==> src/rtl/vga_timing_gen.sv <==
// vga_timing_gen: raster counters, sync decode, line/frame pulses and frame counter.
// Define VGA_SYNC_DELAY_EN to delay hsync/vsync/visible by one pixel.
module vga_timing_gen #(
  parameter int H_DISPLAY = 640,
  parameter int H_FRONT   = 16,
  parameter int H_SYNC    = 96,
  parameter int H_BACK    = 48,
  parameter int V_DISPLAY = 480,
  parameter int V_FRONT   = 10,
  parameter int V_SYNC    = 2,
  parameter int V_BACK    = 33,
  parameter int SYNC_NEG  = 1
) (
  input  logic       clk,
  input  logic       rst_n,
  input  logic       pix_en,
  output logic [9:0] hpos,
  output logic [9:0] vpos,
  output logic       hsync,
  output logic       vsync,
  output logic       visible,
  output logic       line_start,
  output logic       frame_start,
  output logic [9:0] frame_cnt
);
  localparam logic [9:0] H_MAX    = 10'(H_DISPLAY + H_FRONT + H_SYNC + H_BACK - 1);
  localparam logic [9:0] V_MAX    = 10'(V_DISPLAY + V_FRONT + V_SYNC + V_BACK - 1);
  localparam logic [9:0] H_VIS    = 10'(H_DISPLAY);
  localparam logic [9:0] V_VIS    = 10'(V_DISPLAY);
  localparam logic [9:0] HS_FIRST = 10'(H_DISPLAY + H_FRONT);
  localparam logic [9:0] HS_LAST  = 10'(H_DISPLAY + H_FRONT + H_SYNC - 1);
  localparam logic [9:0] VS_FIRST = 10'(V_DISPLAY + V_FRONT);
  localparam logic [9:0] VS_LAST  = 10'(V_DISPLAY + V_FRONT + V_SYNC - 1);
  localparam logic       POL      = (SYNC_NEG != 0);
  logic [9:0] r_hpos, r_vpos, r_frame_cnt;
  logic       r_hsync, r_vsync, r_visible, r_line_start, r_frame_start;
  logic       w_h_wrap, w_v_wrap, w_line, w_frame;
  logic [9:0] w_hpos_nxt, w_vpos_nxt;
  logic       w_hsync_nxt, w_vsync_nxt, w_visible_nxt;
  always_comb begin
    w_h_wrap      = (r_hpos == H_MAX);
    w_v_wrap      = (r_vpos == V_MAX);
    w_line        = pix_en && w_h_wrap;
    w_frame       = w_line && w_v_wrap;
    w_hpos_nxt    = pix_en ? (w_h_wrap ? 10'd0 : r_hpos + 10'd1) : r_hpos;
    w_vpos_nxt    = w_line ? (w_v_wrap ? 10'd0 : r_vpos + 10'd1) : r_vpos;
    // Decode from the next position so the registered levels line up with hpos/vpos.
    w_hsync_nxt   = ((w_hpos_nxt >= HS_FIRST) && (w_hpos_nxt <= HS_LAST)) ^ POL;
    w_vsync_nxt   = ((w_vpos_nxt >= VS_FIRST) && (w_vpos_nxt <= VS_LAST)) ^ POL;
    w_visible_nxt = (w_hpos_nxt < H_VIS) && (w_vpos_nxt < V_VIS);
  end
  always_ff @(posedge clk) begin
    if (!rst_n) begin
      r_hpos        <= '0;
      r_vpos        <= '0;
      r_hsync       <= POL;
      r_vsync       <= POL;
      r_visible     <= 1'b1;
      r_line_start  <= 1'b0;
      r_frame_start <= 1'b0;
      r_frame_cnt   <= '0;
    end else begin
      r_hpos        <= w_hpos_nxt;
      r_vpos        <= w_vpos_nxt;
      r_hsync       <= w_hsync_nxt;
      r_vsync       <= w_vsync_nxt;
      r_visible     <= w_visible_nxt;
      r_line_start  <= w_line;
      r_frame_start <= w_frame;
      if (w_frame) r_frame_cnt <= r_frame_cnt + 10'd1;
    end
  end
`ifdef VGA_SYNC_DELAY_EN
  logic r_hsync_d, r_vsync_d, r_visible_d;
  always_ff @(posedge clk) begin
    if (!rst_n) begin
      r_hsync_d   <= POL;
      r_vsync_d   <= POL;
      r_visible_d <= 1'b0;
    end else if (pix_en) begin
      r_hsync_d   <= r_hsync;
      r_vsync_d   <= r_vsync;
      r_visible_d <= r_visible;
    end
  end
  assign hsync   = r_hsync_d;
  assign vsync   = r_vsync_d;
  assign visible = r_visible_d;
`else
  assign hsync   = r_hsync;
  assign vsync   = r_vsync;
  assign visible = r_visible;
`endif
  assign hpos        = r_hpos;
  assign vpos        = r_vpos;
  assign line_start  = r_line_start;
  assign frame_start = r_frame_start;
  assign frame_cnt   = r_frame_cnt;
endmodule

==> config.mk <==
export PLATFORM = sky130hd
export DESIGN_NAME = vga_timing_gen
export DESIGN_NICKNAME = d
export VERILOG_FILES = /design/src/rtl/vga_timing_gen.sv
export SDC_FILE = /design/constraint.sdc
export NUM_CORES = 1
export LEC_CHECK = 0
export ABC_AREA = 1
export BUFFER_PORTS_ARGS = -buffer_cell sky130_fd_sc_hd__buf_4
export CAP_MARGIN = 20
export CORE_ASPECT_RATIO = 0.5
export CORE_MARGIN = 3
export CORE_UTILIZATION = 30
export CTS_CLUSTER_SIZE = 24
export DETAILED_ROUTE_END_ITERATION = 12
export GPL_TIMING_DRIVEN = 0
export SLEW_MARGIN = 15
export SYNTH_ARGS = -nofsm -noshare
export SYNTH_HDL_FRONTEND = slang
export SYNTH_SLANG_ARGS = --single-unit
==> constraint.sdc <==
create_clock -name clk -period 2 [get_ports clk]
set_input_delay 0.1 -clock clk [delete_from_list [all_inputs] [get_ports clk]]
set_output_delay 0.1 -clock clk [all_outputs]
set_load 0.02 [all_outputs]
==> results.md <==
- Sequential share of power: 0.452
- Largest cells by area after synthesis: dfxtp_1 36%, nand2_1 17%, nor2_1 10%, inv_1 7.7%, nand3_1 5.6%
- CP Class: reg -> reg
- Drt wl/cell: 10.9 µm
- Drt first pass iters: 4
- CTS tree: yes
- Vias in the first global route: 1871
- Cells after Synth: 303
- Fraction of registers with async set/reset: 0
- Die H: 63 µm
- Initial Util: 0.315
- Syn_area_per_cell: 6.43 µm²
- Final Setup Violations: 0
- Vias per Instance: 4.61
- Hpwl dp: 3690 µm
- Outcome: finished, final reports clean
- Post-synthesis sequential area ratio: 0.359
- Clock Root Buffer: clkbuf_16
- Highest Clock Rate: 0.573 GHz
- P_leak: 0.00109 µW
- RSZ-0062 raised after global routing: no
- Req. time, crit path: 2.15 ns
- Largest net degree at the start of global routing: 11
- Crit-path max FO: 5
- Switch Pwr: 315 µW
- GRT Overall Usage: 0.135
- Clock buffer count from CTS: 5
- Peak supply drop: 317 µV
- Yosys cell types: 28
- Via count: 2007
- Sink Count: 35
- Worst-path clk slew: 0.05 ns
- Setup Fix Bufs, Post-CTS: 0
- Max incr delay on CP: 0.34 ns
- CP bufs+invs: 2
- Hold Path Class: in -> reg
- Tcrit/Tclk final: 0.873
- MaxCap Viol Count: 0
- CP endpoint kind: flop
- ANT nets after route: 0
- Multi-input logic area: 1070 µm²
- First-pass GRT wire length: 8160 µm
- Worst-skew pair later-pin latency: 0.28 ns
- Layout net count: 353
- FILL cells: 666
- Ratio of cells with drive above 1 in the final layout: 0.184
- Synth top area share: 0.359
- Int Pwr: 1250 µW
- Area leader, netlist: dfxtp_1
- Top FF cell, synth: dfxtp_1
- Fin Setup TNS: 0 ns
- DR DRC count: 0
- Final Cell Area: 2490 µm²
- Final wirelength: 4750 µm
- Syn_nets: 310
- Comb power frac: 0.028
- Sequential cell area: 703 µm²
- Diodes inserted: 0
- Placeable Area: 6180 µm²
- H-tree levels: 2
- Placed Area: 2330 µm²
- CP cell instances: inv_1, ha_1, nand2_1, nor2_1, inv_1, nor2_2, nor2_1, nand2_1, nand2_1, nor2_1, and2_1, nand3_1
- Post-route minimum period: 1.75 ns
- GRT Residual Overflow: 0
- Initial antenna violation count: 0
- PD cells: 627 nW/µm²
- Fin. Hold Viols: 0
- Initial drt markers: 134
- Relative slew slack: 0.614
- Setup crit start kind: flop
- Clock Power Share: 0.520
- CP max stage cell: dfxtp_1
- # hold bufs at CTS: 0
- # IOs: 38
- Mapped cell area: 1950 µm²
- Post-synth EDFFs: 0
- Die X-Extent: 120 µm
- Synth warn: 0
- Cell family with most CP delay: simple AND/OR/NAND/NOR gates
- FP Rows: 20
- Slew @ Worst Pin: 0.579 ns
- CTS Buffer Depth: 2
- Worst EP arrival: 1.90 ns
- Port bufs: 36
- Switching share of power: 0.202
- Clk_skew: 0.00643 ns
- Area grow syn2layout: 27.8%
- Slew Limit Fails: 0
- GPL Wtd Cong: 0.795
- Full die area: 7560 µm²
- Number of synthesized register bits: 35
final timing paths:
kind / startpoint / end / slack [ns] / depth (start not counted)
hold reg to reg: frame_cnt[8] / frame_cnt[8] / 0.49 / 2
setup reg to reg: vpos[0] / vsync / 0.25 / 12
hold / removal: rst_n / vpos[5] / 0.12 / 3
setup / recovery: vpos[0] / vsync / 0.25 / 12
worst register-to-register path: stages, from the launching register on:
cell and delay [ns]:
dfxtp_1 0.34, inv_1 0.08, ha_1 0.17, nand2_1 0.06, nor2_1 0.13, inv_1 0.07, nor2_2 0.18, nor2_1 0.09
nand2_1 0.07, nand2_1 0.08, nor2_1 0.13, and2_1 0.14, nand3_1 0.07
cells in the final DEF, fill, tap and decap left out, drive strengths merged:
cell     n
a21oi   11
and2     1
and3     1
buf     38
clkbuf  11
dfxtp   35
ha       4
inv     41
nand2   89
nand3   23
nand4    6
nor2    60
nor3     8
nor3b    2
o21a     1
o21ai    9
o21bai   1
or2      1
xnor2    3
xor2     2
area by class of cell:
type | count | share of cell area
Buffer | 5 | 0.0121
Clock buffer | 8 | 0.0628
Inverter | 41 | 0.0618
Multi-Input combinational cell | 222 | 0.428
Sequential cell | 35 | 0.282
Tap cell | 88 | 0.0442
Timing Repair Buffer | 36 | 0.108
repair_timing:
item                                    4_1_cts  5_1_grt
gates resized for setup                       0        3
endpoints found under the setup margin        0        3
endpoints found under the hold margin         0        0
Yosys cell counts (2+ instances only):
library cell and number:
nand2_1 86, nor2_1 54, inv_1 40, dfxtp_1 35, nand3_1 22, a21oi_1 11, o21ai_0 8, nand4_1 6
nor3_1 6, ha_1 4, clkbuf_1 3, nand2_2 3, nor2_2 3, nor2_4 3, xnor2_1 3, nor3_2 2
nor3b_2 2, xor2_1 2
kinds of logic (layout without fill, tap and decap cells):
logic type,Yosys count,after routing,share of synthesized area
compound gates,22,22,0.0590
buf+inv,46,90,0.0943
fa+ha+maj,4,4,0.0257
simple gates,191,191,0.439
xor+xnor,5,5,0.0225
flops,35,35,0.359
routing by layer:
layer	routed length, µm	global-route usage	part of all wire	up-vias
li1	-	-	-	1034
met1	2260	0.164	0.48	929
met2	2190	0.223	0.46	38
met3	231	0.0425	0.049	6
met4	76	0.0514	0.016	0
met5	0	0	0	-
stage by stage:
stage	instances	hold WS (ns)	setup WS [ns]	total power (µW)	utilization
after floorplan	303	0.261	0.277	747	-
after global placement	427	0.400	0.217	763	0.377
after detailed placement	427	0.406	0.197	764	0.377
after CTS	435	0.108	0.183	1590	0.402
after global routing	435	0.142	0.0363	1630	0.403
final	435	0.119	0.254	1560	0.403
flip-flops by register name (all words and copies together) (netlist names):
register	cells
hsync	1
frame_cnt	10
vsync	1
vpos	10
hpos	10
frame_start	1
visible	1
line_start	1
power groups by stage:
stage | Combinational, µW | Clock [µW] | Sequential (µW)
2_1_floorplan | 23.3 | 0 | 724
3_3_place_gp | 42.8 | 0 | 720
3_5_place_dp | 44.3 | 0 | 720
4_1_cts | 44.3 | 841 | 705
5_1_grt | 48.8 | 874 | 707
6_report | 44.0 | 812 | 706
Power figures use the tool's default switching activity.
